--- config.mk ---
export PLATFORM = sky130hd
export DESIGN_NAME = demux_3_stream
export DESIGN_NICKNAME = d
export VERILOG_FILES = /design/src/rtl/demux_3_stream.sv
export SDC_FILE = /design/constraint.sdc
export NUM_CORES = 1
export LEC_CHECK = 0
export BUFFER_PORTS_ARGS = -buffer_cell sky130_fd_sc_hd__buf_2
export CORE_AREA = 2 2 60 62
export DETAILED_ROUTE_END_ITERATION = 7
export DIE_AREA = 0 0 62 64
export PLACE_DENSITY_LB_ADDON = 0.12
export SYNTH_ARGS = -nofsm -noshare
export SYNTH_HDL_FRONTEND = slang
export SYNTH_SLANG_ARGS = --single-unit
--- constraint.sdc ---
create_clock -name clk_i -period 2.4 [get_ports clk_i]
set_input_delay 0.36 -clock clk_i [delete_from_list [all_inputs] [get_ports clk_i]]
set_output_delay 0.36 -clock clk_i [all_outputs]
set_load 0.01 [all_outputs]
--- src/rtl/demux_3_stream.sv ---
// Steers one valid/ready stream to one of three registered output channels; select code 3 is sunk and counted.
// Latency: 1 cycle from input accept to output valid/data; drop_o/drop_cnt_o also 1 cycle after the invalid accept.
// Backpressure: input stalls only while the selected channel is full and not draining; invalid selects never stall.
module demux_3_stream #(
   parameter int DATA_WIDTH = 8,
   parameter int CNT_WIDTH  = 8
) (
   input  logic                  clk_i,
   input  logic                  rst_i,
   input  logic [1:0]            select_i,
   input  logic                  s_valid_i,
   output logic                  s_ready_o,
   input  logic [DATA_WIDTH-1:0] data_i,
   output logic [2:0]            m_valid_o,
   input  logic [2:0]            m_ready_i,
   output logic [DATA_WIDTH-1:0] data_0_o,
   output logic [DATA_WIDTH-1:0] data_1_o,
   output logic [DATA_WIDTH-1:0] data_2_o,
   output logic                  drop_o,
   output logic [CNT_WIDTH-1:0]  drop_cnt_o
);

   logic [2:0]            valid_q, valid_d;
   logic [DATA_WIDTH-1:0] data_q [3];
   logic [DATA_WIDTH-1:0] data_d [3];
   logic                  drop_q, drop_d;
   logic [CNT_WIDTH-1:0]  drop_cnt_q, drop_cnt_d;
   logic                  accept;

   // Ready when the selected slot is empty or draining this cycle; code 3 is always sunk.
   always_comb begin
      s_ready_o = 1'b1;
      case (select_i)
         2'd0:    s_ready_o = !valid_q[0] || m_ready_i[0];
         2'd1:    s_ready_o = !valid_q[1] || m_ready_i[1];
         2'd2:    s_ready_o = !valid_q[2] || m_ready_i[2];
         default: s_ready_o = 1'b1;
      endcase
   end

   assign accept = s_valid_i && s_ready_o;

   // Slot updates: drain frees a slot, a load on the same edge keeps it full with the new beat.
   always_comb begin
      valid_d    = valid_q;
      data_d     = data_q;
      drop_d     = accept && (select_i == 2'd3);
      drop_cnt_d = drop_cnt_q;
      for (int n = 0; n < 3; n++) begin
         if (valid_q[n] && m_ready_i[n]) begin
            valid_d[n] = 1'b0;
         end
         if (accept && (select_i == 2'(n))) begin
            valid_d[n] = 1'b1;
            data_d[n]  = data_i;
         end
      end
      if (drop_d && (drop_cnt_q != {CNT_WIDTH{1'b1}})) begin
         drop_cnt_d = drop_cnt_q + CNT_WIDTH'(1);
      end
   end

   // State registers with synchronous reset; reset discards any held beats.
   always_ff @(posedge clk_i) begin
      if (rst_i) begin
         valid_q    <= 3'b000;
         data_q     <= '{default: '0};
         drop_q     <= 1'b0;
         drop_cnt_q <= '0;
      end else begin
         valid_q    <= valid_d;
         data_q     <= data_d;
         drop_q     <= drop_d;
         drop_cnt_q <= drop_cnt_d;
      end
   end

   assign m_valid_o  = valid_q;
   assign data_0_o   = data_q[0];
   assign data_1_o   = data_q[1];
   assign data_2_o   = data_q[2];
   assign drop_o     = drop_q;
   assign drop_cnt_o = drop_cnt_q;

endmodule
==> results of run 1 <==
## final cells by class
type	count	area, sq um	area share
flip-flops and latches	36	720.7	0.4042
repair buffers	53	267.8	0.1502
clock inverters	2	35.03	0.01965
well taps	46	57.56	0.03228
multi-input cells	99	660.6	0.3705
clock buffers	6	41.29	0.02316
## worst paths after layout
check / start / to / slack [ns] / depth (start not counted)
min: data_i[3] / data_0_o[3] / 0.29 / 3
max: m_valid_o[1] / s_ready_o / 0.86 / 4
min reg2reg: data_2_o[5] / data_2_o[5] / 0.50 / 2
max reg2reg: drop_cnt_o[0] / drop_cnt_o[4] / 0.91 / 5
## placed cells by master, fill, tap and decap left out, types with 2 or more instances in the layout
cell       n
nand2_1    4
nand2b_1   3
o21ai_0    4
nor2b_1    2
nand4_1    2
and3_1     2
buf_2     52
or3_1      2
clkbuf_4   5
a21oi_1    4
dfxtp_1   36
mux2i_1   26
xor2_1     4
nor2_1    33
## routing by layer
metal,part of all wire,global-route usage,wire length [um]
met1,0.46,0.1980,1365
met2,0.46,0.2500,1370
met3,0.073,0.06883,217
met4,0.0071,0.05585,21
met5,0,0,0
## cells by family (layout without fill, tap and decap cells)
group	count (synthesis)	in the layout	share of synthesized area
buffers and inverters	8	61	0.02826
muxes	26	26	0.1837
and+or+nand+nor	56	56	0.1882
adders and majority gates	1	1	0.008833
xor gates and xnor gates	4	4	0.02473
DFF	36	36	0.5088
AOI/OAI and AO/OA	12	12	0.05742
## through the flow
step | hold WS [ns] | power [uW]
floorplan | 0.5039 | 698.6
global placement | 0.4700 | 738.9
detailed placement | 0.4821 | 741.7
CTS | 0.2787 | 1154
global route | 0.2793 | 1202
finish | 0.2912 | 1137
## registers in the layout, indices dropped and copies added (netlist names)
register    cells
data_0_o        8
drop_o          1
data_2_o        8
drop_cnt_o      8
data_1_o        8
m_valid_o       3
## worst register-to-register path: stages (launching register included)
cell	delay [ns]
dfxtp_1	0.40
ha_1	0.20
nand3_2	0.17
or3b_1	0.41
xor2_1	0.14
nor2_1	0.05
## power groups by stage
stage / clock network, uW / logic (uW) / registers, uW
6_report: 411 / 103 / 624
5_1_grt: 461 / 114 / 626
4_1_cts: 426 / 105 / 624
3_3_place_gp: 0 / 102 / 637
3_5_place_dp: 0 / 104 / 637
2_1_floorplan: 0 / 53.5 / 645
==> impl_results.md, run 1 <==
* Register area share after synthesis at 0.5088
* Setup Buffers After CTS at 0
* Ys flop type: dfxtp_1
* Top cells by area, synth: dfxtp_1 (51%), mux2i_1 (18%), nor2_1 (8.7%)
* Nets at 212
* Pre-CTS WS at 0.7661 ns
* Initial antenna violation count at 0
* Synth Register Bits at 36
* Worst path top cell family by delay: flip-flops
* GRT Util Overall at 0.1619
* Post-layout util at 0.5429
* Maximum vdd drop at 440.9 uV
* Area leader, netlist: dfxtp_1
* Initial Utilization at 0.4312
* Critical Path Source Type: flip-flop
* CTS tree: built
* Post-synth EDFFs at 0
* Power share of the combinational group at 0.091
* RSZ-0062 raised after global routing: no
* Share of post-route cells with drive strength above 1 at 0.3265
* Post-synth top area share at 0.5088
* Die Wd at between 60 and 70 um
* Clock group share of total power at 0.361
* Syn Inst Count at around 140
* FMAX at 651.1 MHz
* Die Y-Extent at 64 um
* Status: complete, no violations
* Final ANT Viol Nets at 0
* Required time of the critical path at about 2.0 ns
* Final worst slack at 0.8642 ns
* First-pass GRT wire length at 4747 um
* First-pass DRT Iterations at 4
* Critical Path End Type: output port
* DRC Markers at 0
* Final hold vios at 0
* Worst path slowest cell: dfxtp_1
* Via count at 1179
* Antenna Cells at 0
* WP data arrival at 1.18 ns
* Mapped Area at around 0.0014 sq mm
* Max_slew headroom at 0.5898
* Dpl cells at 234
* Post-CTS Resized at 0
* Via density at just under 5
* Clock sink count at 36
* Sw Ratio at 0.2278
* Die area at 0.003968 sq mm
* Htree depth at 2
* CTS clock-pin slew for the worst setup and hold paths at approximately 0.11 ns
* Max FO, Critical Path at 3
* Sw Pwr at 259.1 uW
* Synth Net Count at between 150 and 200
* Cts bufs inserted at 5
* CTS Hold Bufs at 0
* Gr ovfl total at 0
* WL final at 2975 um
* Area Growth Syn to Fin at 25.88%
* CP bufs+invs at 1
* Final non-filler cell area at 0.001783 sq mm
* Detail Placement HPWL at ~2200 um
* Drt wl/cell at between 10 and 15 um
* Vias in the first global route at 1123
* Area of the core at 0.003284 sq mm
* Setup TNS at 0 ns
* Max clock buf depth at 2
* Ports at 53
* Final slew viol count at 0
* Power Density at 637.9 mW/mm^2
* Final setup fails at 0
* YS warnings at 0
* Synth cell types at 27
* Clk_lat worst skew at 0.33 ns
* Crit-path cells: nand2b_1, mux2i_1, o21ai_0, buf_2
* Fill count at approximately 320
* Crit Path Class: reg -> out
* Clock root cell: clkbuf_4
* Pin count of the biggest net entering global routing at 37
* Synth top cells by count: dfxtp_1 (36), nor2_1 (33), mux2i_1 (26)
* Gp weighted congestion at a little under 0.7
* Internal power at 878.2 uW
* Worst Max-Slew Pin Slew at 0.6154 ns
* P_leak at 0.0008581 uW
* DP Area at ~0.0017 sq mm
* Tmin final at 1.536 ns
* 1st-iter DRT viols at 56
* CP max stage delay at about 0.32 ns
* Most frequent cell after synthesis: dfxtp_1
* Asr flop ratio synth at 0
* Final Cycle Share at 0.6399
* Post-Syn Area per Cell at 9.905 sq um
* Finished Layout Cells at 242
* Number of buffers added on ports at 52
* Worst hold path type: in -> reg
* Cell Rows at 21
* Register share of total power at 0.548
* Clock skew at 0.003641 ns
* Max Cap Violations at 0
(Power assumes the default switching activity.)
==> run 2: changes to the inputs <==
ABC_AREA = 1   (was default)
CORE_AREA = 2 2 67 69   (was 2 2 60 62)
DIE_AREA = 0 0 69 71   (was 0 0 62 64)
clock period = 1.4 ns   (was 2.4 ns; I/O delays follow)
==> impl_results.md, run 2 <==
* Status: complete, no violations
* Final slew viol count at 0 (unchanged)
* Register area share after synthesis at 0.3964 (-0.1124)
* Final hold vios at 0 (unchanged)
* Nets at 353 (+67%)
* Htree depth at 2 (unchanged)
* Gp weighted congestion at 0.8541 (+23%)
* Maximum vdd drop at 497.9 uV (+13%)
* Clock group share of total power at 0.329 (-0.032)
* CP max stage delay at 0.33 ns (about the same)
* Via count at 1808 (+53%)
* Fill count at 423 (+33%)
* Max clock buf depth at 2 (unchanged)
* YS warnings at 0 (unchanged)
* Tmin final at 1.324 ns
* First-pass GRT wire length at 7238 um (+52%)
* Setup TNS at 0 ns (unchanged)
* Final ANT Viol Nets at 0 (unchanged)
* Final non-filler cell area at 0.002315 sq mm (+30%)
* Multi-input logic area at 819.5 sq um (+24%)
* Ys flop type: dfxtp_1
* WL final at 4223 um (+42%)
* Most common cell after layout, fill and taps aside: inv_1
* Final worst slack at 0.07609 ns (-0.7881 ns)
* Power share of the combinational group at 0.161 (+0.070)
* Worst Max-Slew Pin Slew at 0.3937 ns (-0.2217 ns)
* WP data arrival at 1.11 ns (-0.07 ns)
* Initial Utilization at 0.4324 (+0.001203)
* Asr flop ratio synth at 0 (unchanged)
* Initial antenna violation count at 0 (unchanged)
* Final setup fails at 0 (unchanged)
* Area of the core at 0.004204 sq mm (+28%)
* Crit-path cells: inv_2, o21ai_4, nand3_4, buf_6
* CTS tree: built
* CTS clock-pin slew for the worst setup and hold paths at 0.07 ns (-0.04 ns)
* Max Cap Violations at 0 (unchanged)
* Register share of total power at 0.510 (-0.038)
* Synth cell types at 23 (-15%)
* Drt wl/cell at 10.88 um (-11%)
* Sw Ratio at 0.2769 (+0.04901)
* Most frequent cells in the layout: inv_1 (65), nand2_1 (59), buf_2 (51)
* Post-synth EDFFs at 0 (unchanged)
* Post-synth top area share at 0.3964 (-0.1124)
* Ports at 53 (unchanged)
* Clock sink count at 36 (unchanged)
* Worst path slowest cell: dfxtp_2
* Syn Inst Count at 270 (+89%)
* Antenna Cells at 0 (unchanged)
* CTS Hold Bufs at 0 (unchanged)
* Required time of the critical path at 1.19 ns (-0.85 ns)
* Max_slew headroom at 0.7373 (+0.1475)
* Power Density at 914.4 mW/mm^2 (+43%)
* Synth Register Bits at 36 (unchanged)
* Area leader, netlist: dfxtp_1
* Mapped Area at 0.001818 sq mm (+28%)
* Pre-CTS WS at 0.005325 ns (-0.7608 ns)
* Die Y-Extent at 71 um (+11%)
* GRT Util Overall at 0.1801 (+0.01816)
* Final Cycle Share at 0.9457
* Detail Placement HPWL at 3071 um (+42%)
* Synth Net Count at 287 (+79%)
* Crit Path Class: reg -> out
* DP Area at 0.002180 sq mm (+28%)
* P_leak at 0.001200 uW (+40%)
* Worst hold path type: in -> reg
* Critical Path End Type: output port
* Gr ovfl total at 0 (unchanged)
* Share of post-route cells with drive strength above 1 at 0.2679 (-0.05867)
* Internal power at 1531 uW (+74%)
* Die Wd at 69 um (+11%)
* Max FO, Critical Path at 5 (+2)
* Register area at 721.9 sq um (+0.17%)
* First-pass DRT Iterations at 4 (unchanged)
* Number of buffers added on ports at 52 (unchanged)
* Most frequent cell after synthesis: inv_1
* Die area at 0.004899 sq mm (+23%)
* FMAX at ~760 MHz
* Clock root cell: clkbuf_8
* Clk_lat worst skew at 0.28 ns (-0.05 ns)
* Cell Rows at 24 (+14%)
* Area Growth Syn to Fin at 27.32%
* Top cells by area, synth: dfxtp_1 (40%), inv_1 (14%), nand2_1 (13%)
* 1st-iter DRT viols at 55 (-1.8%)
* Via density at 4.660 (-4.4%)
* Clock skew at 0.002837 ns (-0.0008047 ns)
* Cts bufs inserted at 5 (unchanged)
* Sw Pwr at 586.0 uW (+130%)
* Pin count of the biggest net entering global routing at 28 (-24%)
* Post-Syn Area per Cell at 6.733 sq um (-32%)
* DRC Markers at 0 (unchanged)
* Vias in the first global route at 1673 (+49%)
* Critical Path Source Type: flip-flop
* Synth top cells by count: inv_1 (66), nand2_1 (62), dfxtp_1 (36)
==> run 2: cell families (layout without fill, tap and decap cells) <==
group           count (synthesis)  after routing  synth area share
flops                          36             36            0.3964
simple gates                  138            139            0.3730
buf+inv                        77            142            0.1679
xor+xnor                        2              2          0.009637
fa+ha+maj                       1              1          0.006881
compound gates                 16             16           0.04611
==> run 2: cell type report <==
class	count	area share
Timing Repair Buffer	66	0.1605
Sequential cell	36	0.3119
Tap cell	52	0.02811
Clock buffer	6	0.03135
Clock inverter	1	0.002162
Inverter	69	0.1119
Multi-Input combinational cell	158	0.3541
==> run 2: worst paths after layout <==
path | endpoint | start | slack [ns] | cells after the start
worst max-delay path | s_ready_o | m_valid_o[0] | 0.08 | 4
worst max register to register | drop_cnt_o[5] | drop_cnt_o[0] | 0.14 | 8
worst min register to register | drop_cnt_o[7] | drop_cnt_o[7] | 0.47 | 2
worst min-delay path | m_valid_o[2] | m_ready_i[2] | 0.19 | 4
==> run 2: worst max-delay path, delay by kind of cell, from the launching register on <==
kind | cells | cell delay (ns)
AOI/OAI and AO/OA | 1 | 0.19
and+or+nand+nor | 1 | 0.12
buffers and inverters | 2 | 0.18
DFF | 1 | 0.33
==> run 2: power by group through the flow <==
stage	logic [uW]	registers, uW	clock network [uW]
after detailed placement	320	1100	0
after CTS	336	1080	716
after global placement	316	1100	0
after floorplan	194	1120	0
final	340	1080	696
after global routing	383	1080	751
==> run 2: through the flow <==
step	util	cells	power [uW]	hold slack [ns]
2_1_floorplan	-	270	1318	0.3663
3_3_place_gp	0.5185	377	1420	0.4657
3_5_place_dp	0.5185	377	1424	0.4634
4_1_cts	0.5446	388	2132	0.1819
5_1_grt	0.5506	388	2218	0.1944
6_report	0.5506	388	2117	0.1897
==> run 2: metal layers <==
layer | GRT usage | wire length, um | vias to the layer above
met1 | 0.2192 | 1926 | 801
met2 | 0.3034 | 1993 | 43
met5 | 0 | 0 | -
met3 | 0.05556 | 232 | 7
li1 | - | - | 957
met4 | 0.06100 | 70 | 0
==> run 2: what timing repair did <==
action / CTS / global route
gates resized for setup: 0 / 8
setup buffers: 3 / 0
pin swaps: 1 / 2
gates cloned: 1 / 0
endpoints found under the setup margin: 1 / 12
==> run 3: changes to the inputs <==
CTS_BUF_LIST = sky130_fd_sc_hd__clkbuf_8   (was default)
GPL_TIMING_DRIVEN = 0   (was default)
==> impl_results.md, run 3 (synthesis results as in run 2) <==
* Via density at 4.607 (-1.1%)
* CTS Hold Bufs at 0 (unchanged)
* First-pass DRT Iterations at 4 (unchanged)
* Cts bufs inserted at 5 (unchanged)
* Pre-CTS WS at -0.1685 ns (-0.1739 ns)
* Reg2Reg Capture Point: drop_cnt_o[0]
* Max clock buf depth at 2 (unchanged)
* Initial Utilization at 0.4324 (unchanged)
* Final hold vios at 0 (unchanged)
* Final worst slack at 0.03128 ns (-0.04480 ns)
* Dpl cells at 372 (-1.3%)
* WL final at 4286 um (+1.5%)
* Most common cell after layout, fill and taps aside: inv_1
* Required time of the critical path at 1.61 ns (+0.42 ns)
* Cell Rows at 24 (unchanged)
* CTS tree: built
* Final Cycle Share at 0.9777 (+0.03200)
* Final setup fails at 0 (unchanged)
* Max FO, Critical Path at 8 (+3)
* Crit Path Class: reg -> reg
* Number of buffers added on ports at 50 (-3.8%)
* Status: complete, no violations
* Final non-filler cell area at 0.002328 sq mm (+0.59%)
* Power Density at 993.4 mW/mm^2 (+8.6%)
* Clock root cell: clkbuf_8
* Clock sink count at 36 (unchanged)
* First-pass GRT wire length at 7293 um (+0.76%)
* Antenna Cells at 0 (unchanged)
* Hold Path Stages at 4 (unchanged)
* Maximum vdd drop at 627.1 uV (+26%)
* Die Y-Extent at 71 um (unchanged)
* Gp weighted congestion at 0.7993 (-6.4%)
* Setup TNS at 0 ns (unchanged)
* Max_slew headroom at 0.7251 (-0.01215)
* Most frequent cells in the layout: inv_1 (67), nand2_1 (59), buf_2 (51)
* Clk_lat worst skew at 0.29 ns (about the same)
* Nets at 351 (-0.57%)
* Share of post-route cells with drive strength above 1 at 0.2597 (-0.008156)
* Initial antenna violation count at 0 (unchanged)
* Reg2Reg Depth at 7 (-1)
* R2R Setup Slk at 0.03 ns (-0.11 ns)
* Tmin final at 1.369 ns (+0.04480 ns)
* Final slew viol count at 0 (unchanged)
* Worst Max-Slew Pin Slew at 0.4123 ns (+0.01865 ns)
* Pin count of the biggest net entering global routing at 12 (-57%)
* Finished Layout Cells at 387 (-0.26%)
* DP Area at 0.002133 sq mm (-2.1%)
* Gr ovfl total at 0 (unchanged)
* Multi-input logic area at 819.5 sq um (unchanged)
* Ports at 53 (unchanged)
* Worst hold path startpoint: m_ready_i[2]
* Max Cap Violations at 0 (unchanged)
* Area Growth Syn to Fin at 28.08%
* Critical Path End Type: flip-flop
* Drt wl/cell at 11.07 um (+1.8%)
* WP data arrival at 1.58 ns (+0.47 ns)
* FMAX at 730.6 MHz (-3.3%)
* 1st-iter DRT viols at 73 (+33%)
* Via count at 1783 (-1.4%)
* GRT Util Overall at 0.1863 (+0.006226)
* Hold Path Sink: m_valid_o[2]
* Area of the core at 0.004204 sq mm (unchanged)
* CTS clock-pin slew for the worst setup and hold paths at 0.07 ns (about the same)
* P_leak at 0.001204 uW (+0.39%)
* Detail Placement HPWL at 3008 um (-2.1%)
* Worst hold path type: in -> reg
* Reg2reg start: drop_cnt_o[0]
* DRC Markers at 0 (unchanged)
* Critical Path Source Type: flip-flop
* Htree depth at 2 (unchanged)
* Register area at 728.2 sq um (+0.87%)
* Fill count at 418 (-1.2%)
* Die Wd at 69 um (unchanged)
* Die area at 0.004899 sq mm (unchanged)
* Clock skew at 0.002131 ns (-0.0007055 ns)
* Vias in the first global route at 1644 (-1.7%)
* Final ANT Viol Nets at 0 (unchanged)
==> run 3: through the flow <==
step | power, uW | utilization | hold slack, ns
after floorplan | 1318 | - | 0.3663
after global routing | 2432 | 0.5539 | 0.2042
after detailed placement | 1423 | 0.5074 | 0.4615
after global placement | 1419 | 0.5074 | 0.4617
after CTS | 2325 | 0.5372 | 0.1725
final | 2313 | 0.5539 | 0.1723
==> run 3: worst max-delay path by stage <==
stage	from	endpoint	slack, ns	cells past startpoint
2_1_floorplan	drop_cnt_o[1]	drop_cnt_o[0]	0.02	7
3_3_place_gp	rst_i	data_0_o[7]	-0.16	5
3_5_place_dp	drop_cnt_o[0]	drop_cnt_o[2]	-0.17	7
4_1_cts	m_valid_o[0]	data_2_o[6]	0.007	8
5_1_grt	drop_cnt_o[0]	drop_cnt_o[0]	-0.06	7
6_report	drop_cnt_o[0]	drop_cnt_o[0]	0.03	7
==> run 3: cell type report <==
type                       count  share of cell area
timing repair buffer          58              0.1349
inverter                      69              0.1112
buffer                         7             0.01505
sequential                    36              0.3127
clock inverter                 3             0.01666
tap                           52             0.02794
clock buffer                   5             0.02955
multi-input combinational    157              0.3520
==> run 3: critical path, stage by stage (launching register included) <==
cell     delay, ns
dfxtp_4       0.37
ha_2          0.20
nand2_2       0.08
nor2_4        0.16
nand2_4       0.11
nand2_4       0.13
o21ai_0       0.10
a21oi_1       0.15
==> run 3: where the power goes <==
part | internal (uW) | switching [uW] | total (uW)
Combinational | 125 | 207 | 332
Sequential | 1060 | 18.4 | 1080
Clock | 521 | 379 | 900
==> run 3: per-layer routing <==
metal,track usage,part of all wire,up-vias
met5,0,0,-
met4,0.07190,0.016,0
met3,0.05413,0.051,6
met2,0.3002,0.47,47
met1,0.2367,0.47,777
li1,-,-,953
==> run 3: what timing repair did <==
item / CTS / global route
endpoints found under the setup margin: 9 / 31
setup buffers: 2 / 6
pin swaps: 2 / 4
cloned: 0 / 0
resized for setup: 5 / 9
